==> src/rtl/snc_ingress_arbiter.sv <==
// rtl/snc_ingress_arbiter.sv - round-robin ingress arbiter and per-bucket credit controller for seqNumCheck
//
// Shares the checker's single packet write port among NUM_REQ requesters and
// keeps one credit counter per sequence-number bucket of the checker's reorder
// table. A bucket is never written beyond NETWORK_SIZE resident packets.
// Credits return when the checker releases a packet (SNC_MUL_valid & !hlt).
//
// Ports:
//   clk             system clock, rising edge
//   rst             synchronous active-high reset
//   req_valid       per-requester packet valid
//   req_packet      packed requester packets, requester i at [i*PACKET_SIZE +: PACKET_SIZE]
//   req_ready       one-hot grant (combinational)
//   NI_SNC_valid    registered write strobe to the checker
//   NI_SNC_packet   registered packet to the checker
//   hlt             downstream halt shared with the checker
//   SNC_MUL_valid   checker output valid
//   SNC_MUL_seqNum  bucket of the packet being released
//   credit_err      sticky credit error flag
//
// Optional feature: define SNC_ARB_CREDIT_ERR_EN to compile the sticky
// credit_err detector; otherwise credit_err is tied to 0.

module snc_ingress_arbiter #(
  parameter int NUM_REQ      = 4,
  parameter int PACKET_SIZE  = 32,
  parameter int SEQ_WIDTH    = 2,
  parameter int SEQ_START    = 24,
  parameter int NETWORK_SIZE = 16
) (
  input  logic                           clk,
  input  logic                           rst,
  input  logic [NUM_REQ-1:0]             req_valid,
  input  logic [NUM_REQ*PACKET_SIZE-1:0] req_packet,
  output logic [NUM_REQ-1:0]             req_ready,
  output logic                           NI_SNC_valid,
  output logic [PACKET_SIZE-1:0]         NI_SNC_packet,
  input  logic                           hlt,
  input  logic                           SNC_MUL_valid,
  input  logic [SEQ_WIDTH-1:0]           SNC_MUL_seqNum,
  output logic                           credit_err
);

  localparam int NUM_BKT = 2**SEQ_WIDTH;
  localparam int CW      = $clog2(NETWORK_SIZE+1);
  localparam int RW      = $clog2(NUM_REQ);
  localparam logic [CW-1:0] CNT_MAX = CW'(NETWORK_SIZE);

  logic [CW-1:0]          cnt     [NUM_BKT];
  logic [CW-1:0]          cnt_nxt [NUM_BKT];
  logic [SEQ_WIDTH-1:0]   req_seq [NUM_REQ];
  logic [NUM_REQ-1:0]     elig;
  logic                   grant_vld;
  logic [RW-1:0]          grant_idx;
  logic [RW-1:0]          rr;
  logic [SEQ_WIDTH-1:0]   grant_seq;
  logic [PACKET_SIZE-1:0] grant_packet;
  logic                   rel;
  logic [NUM_BKT-1:0]     inc_hit;
  logic [NUM_BKT-1:0]     dec_hit;

  // Eligibility uses the current counter value only, so a full bucket being
  // released this cycle is not granted until the next cycle.
  always_comb begin
    elig = '0;
    for (int i = 0; i < NUM_REQ; i++) begin
      req_seq[i] = req_packet[i*PACKET_SIZE+SEQ_START +: SEQ_WIDTH];
      elig[i]    = req_valid[i] && (cnt[req_seq[i]] < CNT_MAX);
    end
  end

  // First eligible requester at or after rr, wrapping modulo NUM_REQ.
  always_comb begin
    grant_vld = 1'b0;
    grant_idx = '0;
    for (int k = 0; k < NUM_REQ; k++) begin
      if (!grant_vld && elig[(int'(rr) + k) % NUM_REQ]) begin
        grant_vld = 1'b1;
        grant_idx = RW'((int'(rr) + k) % NUM_REQ);
      end
    end
  end

  assign grant_seq    = req_seq[grant_idx];
  assign grant_packet = req_packet[int'(grant_idx)*PACKET_SIZE +: PACKET_SIZE];

  always_comb begin
    req_ready = '0;
    if (grant_vld && !rst) req_ready[grant_idx] = 1'b1;
  end

  assign rel = SNC_MUL_valid & ~hlt;

  // Issue and release to the same bucket cancel; each direction saturates.
  always_comb begin
    for (int b = 0; b < NUM_BKT; b++) begin
      inc_hit[b] = grant_vld && (grant_seq == SEQ_WIDTH'(b));
      dec_hit[b] = rel && (SNC_MUL_seqNum == SEQ_WIDTH'(b));
      cnt_nxt[b] = cnt[b];
      if (inc_hit[b] && !dec_hit[b] && (cnt[b] != CNT_MAX))
        cnt_nxt[b] = cnt[b] + 1'b1;
      else if (dec_hit[b] && !inc_hit[b] && (cnt[b] != '0))
        cnt_nxt[b] = cnt[b] - 1'b1;
    end
  end

  always_ff @(posedge clk) begin
    if (rst) begin
      for (int b = 0; b < NUM_BKT; b++) cnt[b] <= '0;
      rr            <= '0;
      NI_SNC_valid  <= 1'b0;
      NI_SNC_packet <= '0;
    end else begin
      for (int b = 0; b < NUM_BKT; b++) cnt[b] <= cnt_nxt[b];
      NI_SNC_valid <= grant_vld;
      if (grant_vld) begin
        NI_SNC_packet <= grant_packet;
        rr            <= (grant_idx == RW'(NUM_REQ-1)) ? '0 : grant_idx + 1'b1;
      end
    end
  end

`ifdef SNC_ARB_CREDIT_ERR_EN
  logic err_q;
  logic err_set;

  // Underflow: release into an empty bucket. Overflow: increment of a full
  // bucket, unreachable while eligibility gating is intact.
  always_comb begin
    err_set = 1'b0;
    for (int b = 0; b < NUM_BKT; b++) begin
      if (dec_hit[b] && (cnt[b] == '0)) err_set = 1'b1;
      if (inc_hit[b] && !dec_hit[b] && (cnt[b] == CNT_MAX)) err_set = 1'b1;
    end
  end

  always_ff @(posedge clk) begin
    if (rst)          err_q <= 1'b0;
    else if (err_set) err_q <= 1'b1;
  end

  assign credit_err = err_q;
`else
  assign credit_err = 1'b0;
`endif

endmodule

==> config.mk <==
export PLATFORM = sky130hd
export DESIGN_NAME = snc_ingress_arbiter
export DESIGN_NICKNAME = d
export VERILOG_FILES = /design/src/rtl/snc_ingress_arbiter.sv
export SDC_FILE = /design/constraint.sdc
export NUM_CORES = 1
export LEC_CHECK = 0
export CAP_MARGIN = 20
export CORE_MARGIN = 1
export CORE_UTILIZATION = 47
export CTS_CLUSTER_DIAMETER = 100
export CTS_CLUSTER_SIZE = 24
export DETAILED_ROUTE_END_ITERATION = 8
export GPL_ROUTABILITY_DRIVEN = 0
export PLACE_DENSITY = 0.84
export RECOVER_POWER = 100
export SLEW_MARGIN = 15
export SYNTH_ARGS = -nofsm -noshare
export SYNTH_HDL_FRONTEND = slang
export SYNTH_SLANG_ARGS = --single-unit
export TNS_END_PERCENT = 5
==> constraint.sdc <==
create_clock -name clk -period 6.5 [get_ports clk]
set_input_delay 0.975 -clock clk [delete_from_list [all_inputs] [get_ports clk]]
set_output_delay 0.975 -clock clk [all_outputs]
set_load 0.005 [all_outputs]
==> results.cfg <==
[outcome]
outcome = finished clean

[min_path]
min_path_type = reg -> reg

[worst_setup_path]
start_kind = input port
required_ns = 5.52
cp_slowest_stage_delay_ns = 0.71
cp_max_fo = 23
worstPathCellList = dlygate4sd3_1, mux4_2, o22ai_1, a21boi_0, o211a_1, inv_1, buf_4, ha_1, and2_1, clkdlybuf4s50_1
crit_path_end_kind = primary output
slowest_stage = o211a_1
critPathArrivalTime_ns = 4.96
worstSetupPathType = in -> out

[synthesis]
yosysWarningCount = 0
synth_seq_cells = 55
synth-seq-area-share_pct = 26.6
netlist_instances = 547
synthMuxAreaShare_pct = 9.75
synth_top_family_by_area = simple AND/OR/NAND/NOR gates
synthMostInstantiatedCell = nand2_1
synth_area_leaders = dfxtp_1 (27%), nand2_1 (9.7%), nand3_1 (7.0%)
synth-adder-area-share_pct = 6.76
synth.distinct_cells = 60
synthXorXnorAreaFrac_pct = 1.69
yosys.area.top_type = dfxtp_1
async_flop_share_pct = 0
syn_nets = 705
synth_top_cell_area_share_pct = 26.6
syn-cell-area_um2 = 4140
synth_simple_gate_area_share_pct = 29.8
synth_compound_area_share_pct = 20.4
synth_common_cells = nand2_1 (107), nand3_1 (58), dfxtp_1 (55), a21oi_1 (44), mux2i_1 (25)
synth_top_flop_cell = dfxtp_1
synth_edf_count = 0
avgSynthCellArea_um2 = 7.58

[detailed_routing]
drc = 0
vias_per_cell = 5.85
vias = 4704
drtPass1Iterations = 5
wl_per_cell_um = 16.2
antenna_left = 0
dr.first_iter.drc_count = 368
finalWirelength_um = 13000

[clock_network]
postCtsHoldBufs = 0
cts_buffers = 5
insertion_delay_ns = 0.31
cts_setup_buffers = 0
cts_max_path_buffers = 2
cts_root_buffer = clkbuf_8
cts_tree = built
cts_resized = 0
clk_pin_slew_ns = 0.10
cts.htree.levels = 2
cts_sinks = 55

[power]
p_seq_share_pct = 24.6
power_frac_comb_pct = 66.4
p_sw_mw = 1.13
p_clk_share_pct = 9.1
power_density_nw_per_um2 = 427
p_int_mw = 1.43
ir_drop_v = 0.000213
p_sw_share_pct = 44.1
leakagePower_nw = 2.52

[placement]
portBuffers = 174
placed_cell_area_um2 = 5910
post-place-cells = 797
post-dp-hpwl_um = 9660

[floorplan]
start_util_pct = 49.4
die_h_um = 95.9
die_width_um = 95.9
die-area_um2 = 9200
coreArea_um2 = 8380
rows = 33
io_pins = 176

[sta]
fin_crit_ns = 5.93
period_share_pct = 91.3
rsz0062_at_grt = false
slew-limit-headroom_pct = 19.8
finClkSkew_ns = 0.0105
worstMarginPinSlew_ns = 1.20
setup-tns-final_ns = 0
timing.final.max_slew_violations = 0
hold_slack_ns = 0.453
setup_viol = 0
fmax_mhz = 169
hold_viol_final = 0

[layout]
fillers = 669
instances_no_fill = 804
syn_to_final_growth_pct = 44.3
final_area_um2 = 5980
drive_gt1_share_pct = 3.58
final_nets = 857
antenna_cells = 0

[flow_run]
cap_violations = 0

[global_routing]
grt_pass1_wl_um = 19900
overflow = 0
antenna_found_initial = 0
track_usage_pct = 27.3
grt_max_degree = 67
grt_pass1_vias = 4241
critical path: cells and delay by family:
family	cells	cell delay [ns]
mux	1	0.58
fa+ha+maj	1	0.20
buf+inv	4	1.85
compound gates	3	1.22
simple gates	1	0.14
cell usage in the layout, fill, tap and decap left out, types with 3 or more instances in the layout:
| master | netlist | routed |
|---|---|---|
| o21ai_0 | 16 | 16 |
| and2_1 | 5 | 5 |
| nand4_1 | 3 | 3 |
| inv_1 | 13 | 13 |
| nor2b_1 | 9 | 9 |
| o41ai_1 | 3 | 3 |
| ha_1 | 16 | 16 |
| clkdlybuf4s50_1 | 0 | 137 |
| xnor2_1 | 4 | 4 |
| dfxtp_1 | 55 | 55 |
| xor2_1 | 4 | 4 |
| a21o_1 | 11 | 11 |
| nand2b_1 | 15 | 15 |
| or4_1 | 5 | 5 |
| and3b_1 | 3 | 3 |
| dlygate4sd3_1 | 0 | 36 |
| buf_4 | 2 | 4 |
| o21bai_1 | 3 | 3 |
| a31oi_1 | 3 | 3 |
| nor3b_1 | 7 | 7 |
| fa_1 | 4 | 4 |
| o22ai_1 | 11 | 11 |
| a211oi_1 | 2 | 3 |
| nand3_1 | 58 | 58 |
| nand2_1 | 107 | 107 |
| a211o_1 | 11 | 11 |
| a21oi_1 | 44 | 45 |
| a221oi_1 | 6 | 6 |
| clkbuf_8 | 0 | 5 |
| nor2_1 | 22 | 21 |
| mux2i_1 | 25 | 25 |
| nor3_1 | 10 | 9 |
sequential cells by signal, summed over array words and instances (netlist names):
| register | count |
|---|---|
| NI_SNC_packet | 32 |
| cnt | 20 |
| rr | 2 |
| NI_SNC_valid | 1 |
path summary, 6_finish.rpt:
kind,startpoint,end,slack [ns],cells past startpoint
worst max register to register,cnt[1][4],cnt[1][4],1.67,12
worst max-delay path,req_packet[56],req_ready[2],0.57,10
worst min-delay path,NI_SNC_packet[23],NI_SNC_packet[23],0.45,2
worst min register to register,NI_SNC_packet[23],NI_SNC_packet[23],0.45,2
layer usage:
metal / track usage (%) / share of wire, %
met1: 33.8 / 41
met2: 48.7 / 50
met3: 4.11 / 6.8
met4: 8.33 / 2.2
met5: 0 / 0
stage by stage:
| step | total power, mW | util [%] | setup slack, ns |
|---|---|---|---|
| after global placement | 2.31 | 70.6 | 0.901 |
| after global routing | 2.77 | 71.3 | 0.380 |
| after detailed placement | 2.38 | 70.6 | 0.730 |
| after floorplan | 1.80 | - | 1.93 |
| final | 2.55 | 71.3 | 0.567 |
| after CTS | 2.62 | 71.8 | 0.867 |
power groups by stage:
stage | registers, mW | logic (mW) | clock network [mW]
after CTS | 0.632 | 1.75 | 0.234
after global routing | 0.653 | 1.87 | 0.245
after detailed placement | 0.637 | 1.74 | 0
final | 0.628 | 1.69 | 0.231
after floorplan | 0.619 | 1.18 | 0
after global placement | 0.629 | 1.68 | 0
logic make-up after synthesis:
group           Yosys count
simple gates            254
buf+inv                  48
flops                    55
compound gates          127
xor+xnor                  8
mux                      34
fa+ha+maj                20
other cells               1
area by class of cell:
type / instances / area (um2) / area share [%]
multi-input combinational: 444 / 2820 / 47.1
sequential: 55 / 1100 / 18.4
inverter: 13 / 48.8 / 0.816
clock buffer: 5 / 68.8 / 1.15
clock inverter: 2 / 37.5 / 0.628
tap: 105 / 131 / 2.20
timing repair buffer: 180 / 1780 / 29.7
(Power assumes the default switching activity.)
